===== config.mk =====
export PLATFORM = sky130hd
export DESIGN_NAME = muldiv_unit
export DESIGN_NICKNAME = d
export VERILOG_FILES = /design/src/rtl/muldiv_pkg.sv /design/src/rtl/muldiv_step.sv /design/src/rtl/muldiv_unit.sv
export SDC_FILE = /design/constraint.sdc
export NUM_CORES = 1
export LEC_CHECK = 0
export BUFFER_PORTS_ARGS = -buffer_cell sky130_fd_sc_hd__buf_2
export CAP_MARGIN = 25
export CORE_ASPECT_RATIO = 1.25
export CORE_MARGIN = 2
export CORE_UTILIZATION = 30
export CTS_CLUSTER_SIZE = 30
export DETAILED_ROUTE_END_ITERATION = 8
export PLACE_DENSITY = 0.49
export SLEW_MARGIN = 0
export SYNTH_ARGS = -nofsm -noshare
export SYNTH_HDL_FRONTEND = slang
export SYNTH_SLANG_ARGS = --single-unit

===== constraint.sdc =====
create_clock -name clk -period 3.2 [get_ports clk]
set_input_delay 0.48 -clock clk [delete_from_list [all_inputs] [get_ports clk]]
set_output_delay 0.48 -clock clk [all_outputs]
set_load 0.01 [all_outputs]

===== src/rtl/muldiv_pkg.sv =====
// rtl/muldiv_pkg.sv - op encodings, FSM states and helpers for muldiv_unit
package muldiv_pkg;

  localparam logic [2:0] OP_MUL    = 3'b000;
  localparam logic [2:0] OP_MULH   = 3'b001;
  localparam logic [2:0] OP_MULHSU = 3'b010;
  localparam logic [2:0] OP_MULHU  = 3'b011;
  localparam logic [2:0] OP_DIV    = 3'b100;
  localparam logic [2:0] OP_DIVU   = 3'b101;
  localparam logic [2:0] OP_REM    = 3'b110;
  localparam logic [2:0] OP_REMU   = 3'b111;

  typedef enum logic [1:0] {
    IDLE = 2'd0,
    CALC = 2'd1,
    ADJ  = 2'd2,
    DONE = 2'd3
  } state_e;

  function automatic logic is_div(input logic [2:0] op_i);
    return op_i[2];
  endfunction

endpackage


===== src/rtl/muldiv_step.sv =====
// rtl/muldiv_step.sv - one shift-add (multiply) or restoring shift-subtract (divide) iteration
module muldiv_step #(
  parameter int XLEN = 32
) (
  input  logic [2*XLEN-1:0] part_i,
  input  logic [XLEN-1:0]   opnd_i,
  input  logic              div_mode_i,
  output logic [2*XLEN-1:0] part_o,
  output logic              qbit_o
);

  logic [XLEN:0] add_sum;
  logic [XLEN:0] rem_sh;
  logic [XLEN:0] diff;

  always_comb begin
    add_sum = {1'b0, part_i[2*XLEN-1:XLEN]} + (part_i[0] ? {1'b0, opnd_i} : '0);
    rem_sh  = {part_i[2*XLEN-1:XLEN], part_i[XLEN-1]};
    // rem_sh < 2*divisor always, so the top bit of diff is a clean borrow flag
    diff    = rem_sh - {1'b0, opnd_i};
    qbit_o  = 1'b0;
    part_o  = {add_sum, part_i[XLEN-1:1]};
    if (div_mode_i) begin
      qbit_o = ~diff[XLEN];
      part_o = {(qbit_o ? diff[XLEN-1:0] : rem_sh[XLEN-1:0]), part_i[XLEN-2:0], 1'b0};
    end
  end

endmodule


===== src/rtl/muldiv_unit.sv =====
// rtl/muldiv_unit.sv - iterative RV M-extension multiply/divide unit; MULDIV_FAST_MUL_EN enables single-cycle multiply
module muldiv_unit
  import muldiv_pkg::*;
#(
  parameter int XLEN  = 32,
  parameter int CNT_W = $clog2(XLEN) + 1
) (
  input  logic            clk,
  input  logic            rst,
  input  logic            flush,
  input  logic            in_valid,
  output logic            in_ready,
  input  logic [2:0]      op,
  input  logic [XLEN-1:0] a,
  input  logic [XLEN-1:0] b,
  output logic            out_valid,
  input  logic            out_ready,
  output logic [XLEN-1:0] result,
  output logic            busy
);

  localparam logic [XLEN-1:0] MOST_NEG = {1'b1, {(XLEN-1){1'b0}}};

  state_e            state_q;
  logic              in_ready_q, out_valid_q, busy_q;
  logic [XLEN-1:0]   result_q;
  logic [CNT_W-1:0]  cnt_q;
  logic [2*XLEN-1:0] part_q;
  logic [XLEN-1:0]   opnd_q;
  logic [2:0]        op_q;
  logic              div_mode_q, sign_diff_q, a_neg_q;

  logic              div_op, sa, sb, a_neg, b_neg, b_zero, ovf;
  logic [XLEN-1:0]   abs_a, abs_b, special_res, adj_res, q_fix, r_fix;
  logic [2*XLEN-1:0] prod_fix, step_part;
  logic              step_qbit;

  muldiv_step #(.XLEN(XLEN)) u_step (
    .part_i     (part_q),
    .opnd_i     (opnd_q),
    .div_mode_i (div_mode_q),
    .part_o     (step_part),
    .qbit_o     (step_qbit)
  );

  always_comb begin
    div_op = is_div(op);
    sa     = (op == OP_MULH) || (op == OP_MULHSU) || (op == OP_DIV) || (op == OP_REM);
    sb     = (op == OP_MULH) || (op == OP_DIV) || (op == OP_REM);
    a_neg  = sa & a[XLEN-1];
    b_neg  = sb & b[XLEN-1];
    abs_a  = a_neg ? -a : a;
    abs_b  = b_neg ? -b : b;
    b_zero = (b == '0);
    ovf    = ((op == OP_DIV) || (op == OP_REM)) && (a == MOST_NEG) && (b == '1);
    // op[1] separates REM/REMU from DIV/DIVU
    if (b_zero) special_res = op[1] ? a : '1;
    else        special_res = op[1] ? '0 : a;
  end

  always_comb begin
    prod_fix = sign_diff_q ? -part_q : part_q;
    q_fix    = sign_diff_q ? -part_q[XLEN-1:0] : part_q[XLEN-1:0];
    r_fix    = a_neg_q ? -part_q[2*XLEN-1:XLEN] : part_q[2*XLEN-1:XLEN];
    case (op_q)
      OP_MUL:                       adj_res = prod_fix[XLEN-1:0];
      OP_MULH, OP_MULHSU, OP_MULHU: adj_res = prod_fix[2*XLEN-1:XLEN];
      OP_DIV, OP_DIVU:              adj_res = q_fix;
      default:                      adj_res = r_fix;
    endcase
  end

`ifdef MULDIV_FAST_MUL_EN
  logic [2*XLEN-1:0] a_ext, b_ext, fast_prod;
  logic [XLEN-1:0]   fast_res;

  always_comb begin
    a_ext     = {{XLEN{a_neg}}, a};
    b_ext     = {{XLEN{b_neg}}, b};
    fast_prod = a_ext * b_ext;
    fast_res  = (op == OP_MUL) ? fast_prod[XLEN-1:0] : fast_prod[2*XLEN-1:XLEN];
  end
`endif

  always_ff @(posedge clk) begin
    if (rst) begin
      state_q     <= IDLE;
      in_ready_q  <= 1'b1;
      out_valid_q <= 1'b0;
      busy_q      <= 1'b0;
      result_q    <= '0;
      cnt_q       <= '0;
      part_q      <= '0;
      opnd_q      <= '0;
      op_q        <= OP_MUL;
      div_mode_q  <= 1'b0;
      sign_diff_q <= 1'b0;
      a_neg_q     <= 1'b0;
    end else if (flush) begin
      state_q     <= IDLE;
      in_ready_q  <= 1'b1;
      out_valid_q <= 1'b0;
      busy_q      <= 1'b0;
    end else begin
      unique case (state_q)
        IDLE: begin
          if (in_valid) begin
            op_q        <= op;
            div_mode_q  <= div_op;
            sign_diff_q <= a_neg ^ b_neg;
            a_neg_q     <= a_neg;
            in_ready_q  <= 1'b0;
            busy_q      <= 1'b1;
            if (div_op && (b_zero || ovf)) begin
              result_q    <= special_res;
              out_valid_q <= 1'b1;
              state_q     <= DONE;
            end
`ifdef MULDIV_FAST_MUL_EN
            else if (!div_op) begin
              result_q    <= fast_res;
              out_valid_q <= 1'b1;
              state_q     <= DONE;
            end
`endif
            else begin
              part_q  <= {{XLEN{1'b0}}, abs_a};
              opnd_q  <= abs_b;
              cnt_q   <= CNT_W'(XLEN);
              state_q <= CALC;
            end
          end
        end
        CALC: begin
          // step leaves bit 0 clear in divide mode; the quotient bit is merged here
          part_q <= {step_part[2*XLEN-1:1], step_part[0] | step_qbit};
          cnt_q  <= cnt_q - CNT_W'(1);
          if (cnt_q == CNT_W'(1)) state_q <= ADJ;
        end
        ADJ: begin
          result_q    <= adj_res;
          out_valid_q <= 1'b1;
          state_q     <= DONE;
        end
        DONE: begin
          if (out_ready) begin
            out_valid_q <= 1'b0;
            in_ready_q  <= 1'b1;
            busy_q      <= 1'b0;
            state_q     <= IDLE;
          end
        end
      endcase
    end
  end

  assign in_ready  = in_ready_q;
  assign out_valid = out_valid_q;
  assign busy      = busy_q;
  assign result    = result_q;

endmodule


==> results.json, run 1 <==
{
  "layout-drive-gt1-share_pct": 24.63,
  "postLayoutCoreUtil_pct": 39.48,
  "fmax_mhz": 321.8,
  "critPathLaunchType": "flip-flop",
  "wl_um": 66020,
  "powerDensity_nw_per_um2": 308.8,
  "row_count": 91,
  "fillers": 5197,
  "grt_pass1_wl_um": 100600,
  "die_x_um": 202.6,
  "fin_crit_sh_pct": 97.11,
  "worst_path_max_delay_cell": "ha_1",
  "min_path_type": "in2reg",
  "dp_hpwl_um": 52510,
  "clk_latency_ns": 0.47,
  "root_buffer": "clkbuf_16",
  "yosysMostFrequentCell": "nor2_1",
  "netlist.area_leader.share_pct": 19.49,
  "start_util_pct": 30.14,
  "crit_type": "reg2reg",
  "critPathMaxFanout": 8,
  "port_buffers": 106,
  "multi_input_area_um2": 11390,
  "setup_viol": 0,
  "place_area_um2": 18380,
  "cts.reportedPaths.clkPinSlew_ns": 0.07,
  "grt_max_degree": 71,
  "slowest_delay_ns": 0.41,
  "final-max-slew-violation-count": 0,
  "synth_edf_count": 0,
  "endpoint_kind": "flip-flop",
  "synthFlopType": "dfxtp_1",
  "io_pins": 107,
  "outcome": "complete, no violations",
  "leakage_nw": 8.014,
  "wl_per_cell_um": 21.44,
  "synth_compound_area_share_pct": 29.79,
  "ys_types": 80,
  "ys_seq_area_share_pct": 19.49,
  "ys_ff_latch": 144,
  "numCtsBuffers": 17,
  "worstPathRequired_ns": 3.55,
  "grt_pass1_vias": 17046,
  "synthSimpleGateAreaFrac_pct": 22.96,
  "core_area_um2": 49070,
  "synth.net_count": 2239,
  "hold_buffers": 0,
  "drc_errors": 0,
  "slew_headroom_pct": 45.39,
  "syn_inst": 2090,
  "avgSynthCellArea_um2": 7.078,
  "fin_crit_ns": 3.107,
  "place_congestion": 0.9737,
  "synth_top_cell_by_area": "dfxtp_1",
  "crit_family": "compound AO/OA/AOI/OAI gates",
  "grt_util_all_layers_pct": 25.48,
  "drt_pass1_iterations": 5,
  "worst-r2r-setup-slack_ns": 0.09,
  "clk_path_buf_depth": 2,
  "area_delta_synth_final_pct": 30.96,
  "maxCapViolations": 0,
  "cts_tree": "yes",
  "synth_area_um2": 14790,
  "die_h_um": 252.3,
  "arrival_ns": 3.45,
  "via_per_inst": 5.591,
  "hold_viol": 0,
  "layout.nets": 2564,
  "drt_iter0_markers": 1164,
  "ys.warnings.count": 0,
  "synthArstFlopShare_pct": 0,
  "fin_skew_ns": 0.01448,
  "antenna_found_initial": 1,
  "synthTopCellsByCount": "nor2_1, nand2_1, a21oi_1",
  "synth_top_family_by_area": "compound AO/OA/AOI/OAI gates",
  "cp_cell_sequence": "buf_4 > ha_1 > a21o_1 > nand2_1 > nand2_1 > a21oi_2 > o22a_1 > a211oi_1 > buf_4 > a211oi_4 > buf_12 > buf_12 > mux2i_2 > o21ai_1",
  "finish.instance_area_um2": 19370,
  "synth.area.top_cells": "dfxtp_1, nor2_1, ha_1",
  "htreeDepth": 4,
  "irDropWorstVdd_mv": 0.3898,
  "vias": 17219,
  "grt-ovfl-total": 0,
  "synth-adder-area-share_pct": 6.614,
  "worst_slew_pin_slew_ns": 0.8192,
  "die_area_um2": 51110,
  "register_area_um2": 2893,
  "critPathBufInv": 4,
  "rsz0062_at_grt": "yes",
  "clkSinkCount": 144,
  "postRouteAntennaNets": 0,
  "synth_mux_area_share_pct": 5.109,
  "synth_xor_area_share_pct": 10.12
}
what timing repair did:
| item | in CTS | in global routing |
|---|---|---|
| pin swaps | 3 | 26 |
| resized for setup | 20 | 73 |
| gates cloned | 1 | 0 |
| buffers inserted | 4 | 6 |
| setup endpoints to repair | 27 | 45 |
path summary, 6_finish.rpt:
check | from | end | cells past startpoint
min reg2reg | opnd_q[31] | opnd_q[31] | 2
max | part_q[56] | part_q[44] | 14
max reg2reg | part_q[56] | part_q[44] | 14
min | b[31] | opnd_q[31] | 3
registers in the layout, indices dropped and copies added (netlist names):
name / count
state_q: 2
a_neg_q: 1
result: 32
op_q: 3
sign_diff_q: 1
busy: 1
in_ready: 1
cnt_q: 6
out_valid: 1
opnd_q: 32
part_q: 64
final cells by class:
class                      instances  share of cell area (%)
tap                              651                   4.205
antenna                            1                 0.01292
clock inverter                    15                  0.6652
clock buffer                      17                   2.196
inverter                          68                   1.356
multi-input combinational       1717                   58.79
sequential                       144                   14.93
timing repair buffer             467                   17.85
kinds of logic after synthesis:
logic type	after synthesis
adder cells (fa/ha/maj)	77
buffers and inverters	229
flip-flops	144
AO/OA/AOI/OAI	673
AND/OR/NAND/NOR	721
multiplexers	75
XOR/XNOR	171
stage by stage:
stage / setup TNS [ns] / power [mW] / std cells / hold WS, ns / setup WS (ns)
final: 0 / 5.981 / 3080 / 0.3292 / 0.09254
after global routing: -0.4193 / 6.265 / 3079 / 0.3484 / -0.05310
after CTS: 0 / 5.948 / 3073 / 0.3106 / 0.006466
after detailed placement: -24.34 / 3.929 / 3036 / 0.4484 / -0.3083
after global placement: -19.82 / 3.923 / 3036 / 0.4447 / -0.2922
after floorplan: 0 / 3.091 / 2090 / 0.4319 / 0.001077
metal layers:
| metal | global-route usage, % | share of wire (%) | vias up |
|---|---|---|---|
| met5 | 0 | 0 | - |
| met4 | 14.45 | 5.8 | 0 |
| met3 | 2.746 | 4.4 | 129 |
| met2 | 44.89 | 49 | 544 |
| met1 | 30.00 | 41 | 8253 |
| li1 | - | - | 8293 |
cells in the final DEF, fill, tap and decap left out, drive strengths merged, types with 21 or more instances in the layout:
cell,count
o21ai,142
or4,24
ha,75
a22oi,25
nor2,251
nor3,45
a211oi,70
or3,22
o221ai,29
a21oi,177
mux2i,71
buf,467
o21a,21
xnor2,76
nand2,199
nand3,36
dfxtp,144
xor2,95
o31ai,34
a21o,33
nand4,21
inv,74
o211ai,30
worst min-delay path, cell delays in order:
cell	delay [ns]
buf_2	0.13
nand3_1	0.07
a21oi_1	0.06
power breakdown:
part | leakage (nW) | total (mW) | internal (mW) | switching (mW)
combinational | 6.57 | 2.05 | 0.846 | 1.20
sequential | 1.17 | 1.94 | 1.87 | 0.0744
clock | 0.267 | 1.99 | 1.02 | 0.977
total | 8.01 | 5.98 | 3.73 | 2.25
Note: power is estimated with default switching activity, not from simulation.
==> run 2, diff against run 1 <==
--- a/config.mk
+++ b/config.mk
@@ -8,11 +8,11 @@
 export BUFFER_PORTS_ARGS = -buffer_cell sky130_fd_sc_hd__buf_2
 export CAP_MARGIN = 25
 export CORE_ASPECT_RATIO = 1.25
-export CORE_MARGIN = 2
-export CORE_UTILIZATION = 30
+export CORE_UTILIZATION = 57
 export CTS_CLUSTER_SIZE = 30
 export DETAILED_ROUTE_END_ITERATION = 8
-export PLACE_DENSITY = 0.49
+export PLACE_DENSITY = 0.81
+export SKIP_LAST_GASP = 1
 export SLEW_MARGIN = 0
 export SYNTH_ARGS = -nofsm -noshare
 export SYNTH_HDL_FRONTEND = slang
==> run 2 against run 1 <==
  * The run now ends with negative setup slack left
  * Clock power rose by 9%
  * Non-clock buffer count did not move
  * Register-to-register slack got worse by 0.11 ns
  * Sequential share of layout area rose by 0.23 points
  * Sequential power barely moved
  * Cell count fell by 10%
  * Largest cell class unchanged
  * Flip-flop and latch count did not move
  * Fmax fell by 3.3%
  * Clock-buffer cell count rose by 2
  * Critical path type unchanged
  * Die area fell by 48%
==> results.json, run 2 (synthesized netlist as in run 1, its figures left out) <==
{
  "outcome": "finished, violations left",
  "violations": "negative setup slack",
  "area_delta_synth_final_pct": 28.99,
  "critPathLaunchType": "flip-flop",
  "largest_reg_flops": 64,
  "worstPathRequired_ns": 3.54,
  "grt_pass1_vias": 17849,
  "worstReg2RegEnd": "part_q[60]",
  "slowest_delay_ns": 0.33,
  "postLayoutCoreUtil_pct": 75.20,
  "leakage_nw": 8.012,
  "drt_pass1_iterations": 6,
  "maxCapViolations": 0,
  "irDropWorstVdd_mv": 0.3415,
  "cp_cell_sequence": "buf_4 > clkinvlp_4 > buf_6 > nor2_1 > ha_1 > and4_4 > a21oi_1 > o21ai_2 > or2_2 > nand4_1 > a31oi_1 > buf_4 > a211oi_2 > xnor2_1 > a221o_1",
  "grt_pass1_wl_um": 95060,
  "hold_buffers": 0,
  "min_path_type": "in2reg",
  "setup_slack_ns": -0.01395,
  "slew_headroom_pct": 36.68,
  "dp.cells": 2718,
  "crit_cells": 15,
  "io_pins": 107,
  "fin_skew_ns": 0.01056,
  "grt_max_degree": 65,
  "numCtsBuffers": 17,
  "clkSinkCount": 144,
  "wl_met3_um": 5135,
  "met2_length_um": 28180,
  "grt-ovfl-total": 0,
  "crit_family": "compound AO/OA/AOI/OAI gates",
  "grt_util_all_layers_pct": 46.04,
  "worst_slew_pin_slew_ns": 0.9498,
  "mostFrequentLayoutCells": "buf_4, nor2_1, nand2_1",
  "drt_iter0_markers": 1929,
  "row_count": 65,
  "wl_um": 61790,
  "drc_errors": 0,
  "worst-r2r-setup-slack_ns": -0.01,
  "layout.nets": 2564,
  "port_buffers": 106,
  "layout-drive-gt1-share_pct": 24.59,
  "finalNonFillerCells": 2764,
  "via_per_inst": 6.599,
  "cts_tree": "yes",
  "fin_crit_sh_pct": 100.4,
  "arrival_ns": 3.55,
  "regToRegStartpoint": "part_q[0]",
  "hold_viol": 0,
  "die_h_um": 182.1,
  "vias": 18240,
  "root_buffer": "clkbuf_16",
  "postRouteAntennaNets": 0,
  "dp_hpwl_um": 47220,
  "holdPathEnd": "opnd_q[31]",
  "die_x_um": 146.1,
  "whs_path_depth": 3,
  "die_area_um2": 26610,
  "crit_type": "reg2reg",
  "endpoint_kind": "flip-flop",
  "fin_crit_ns": 3.214,
  "powerDensity_nw_per_um2": 327.3,
  "cts.reportedPaths.clkPinSlew_ns": 0.07,
  "final-max-slew-violation-count": 0,
  "critPathMaxFanout": 9,
  "setup_viol": 1,
  "core_area_um2": 25370,
  "worst_path_max_delay_cell": "dfxtp_1",
  "place_congestion": 1.066,
  "final_common_cell": "buf_4",
  "fmax_mhz": 311.1,
  "dr.max_layer_used": "met4",
  "start_util_pct": 58.30,
  "path_common_cell": "buf_4",
  "htreeDepth": 4,
  "critPathBufInv": 4,
  "worstRegToRegCells": 15,
  "finalPower_mw": 6.244,
  "wl_per_cell_um": 22.36,
  "min-delay-start": "b[31]",
  "antenna_found_initial": 1,
  "m1WireLength_um": 21640,
  "rsz0062_at_grt": "yes",
  "largest_register": "part_q",
  "clk_path_buf_depth": 2,
  "clk_latency_ns": 0.45
}
## run 2: report_power, final
part	switching [mW]	internal (mW)	total (mW)
clock network	0.916	1.25	2.16
logic	1.26	0.871	2.13
registers	0.0874	1.87	1.96
total	2.26	3.99	6.24
## run 2: worst max path at each step
stage,from,to,slack (ns)
2_1_floorplan,part_q[31],part_q[43],0.001
3_3_place_gp,a[17],part_q[63],-0.21
3_5_place_dp,a[17],part_q[63],-0.33
4_1_cts,part_q[0],part_q[56],-0.003
5_1_grt,part_q[0],part_q[60],-0.12
6_report,part_q[0],part_q[60],-0.01
## run 2: cell type report
| cell class | count | area [um^2] |
|---|---|---|
| fill | 2029 | 6294 |
| clock buffer | 19 | 432.9 |
| timing repair buffer | 467 | 3463 |
| antenna | 1 | 2.502 |
| inverter | 68 | 259.0 |
| tap | 335 | 419.2 |
| clock inverter | 13 | 178.9 |
| sequential | 144 | 2893 |
| multi-input combinational | 1717 | 11430 |
## run 2: per-stage QoR
step                      instance area [um^2]  worst slack (ns)  hold WS [ns]   TNS (ns)
after floorplan                          14830          0.001077        0.4319          0
after global placement                   17980           -0.2146        0.4405     -12.87
after detailed placement                 17980           -0.3346        0.4478     -20.46
after CTS                                18790         -0.003152        0.3571  -0.003152
after global routing                     19080           -0.1179        0.3838    -0.7899
final                                    19080          -0.01395        0.3671   -0.01395
## run 2: worst reg2reg max path: cells and delay by family, from the launching register on
kind | cells | cell delay [ns]
fa+ha+maj | 1 | 0.31
compound gates | 5 | 0.96
simple gates | 4 | 0.79
flops | 1 | 0.33
buf+inv | 4 | 0.62
xor+xnor | 1 | 0.11
## run 2: repair_timing
| action | in CTS | in global routing |
|---|---|---|
| pin swaps | 14 | 20 |
| gates cloned | 1 | 0 |
| endpoints found under the setup margin | 34 | 53 |
| buffers inserted | 6 | 6 |
| gates resized for setup | 37 | 58 |
## run 2: layer usage
layer | up-vias | global-route usage (%)
met2 | 1106 | 77.00
met4 | 0 | 44.33
met1 | 8449 | 48.82
li1 | 8305 | -
met5 | - | 0
met3 | 380 | 8.375
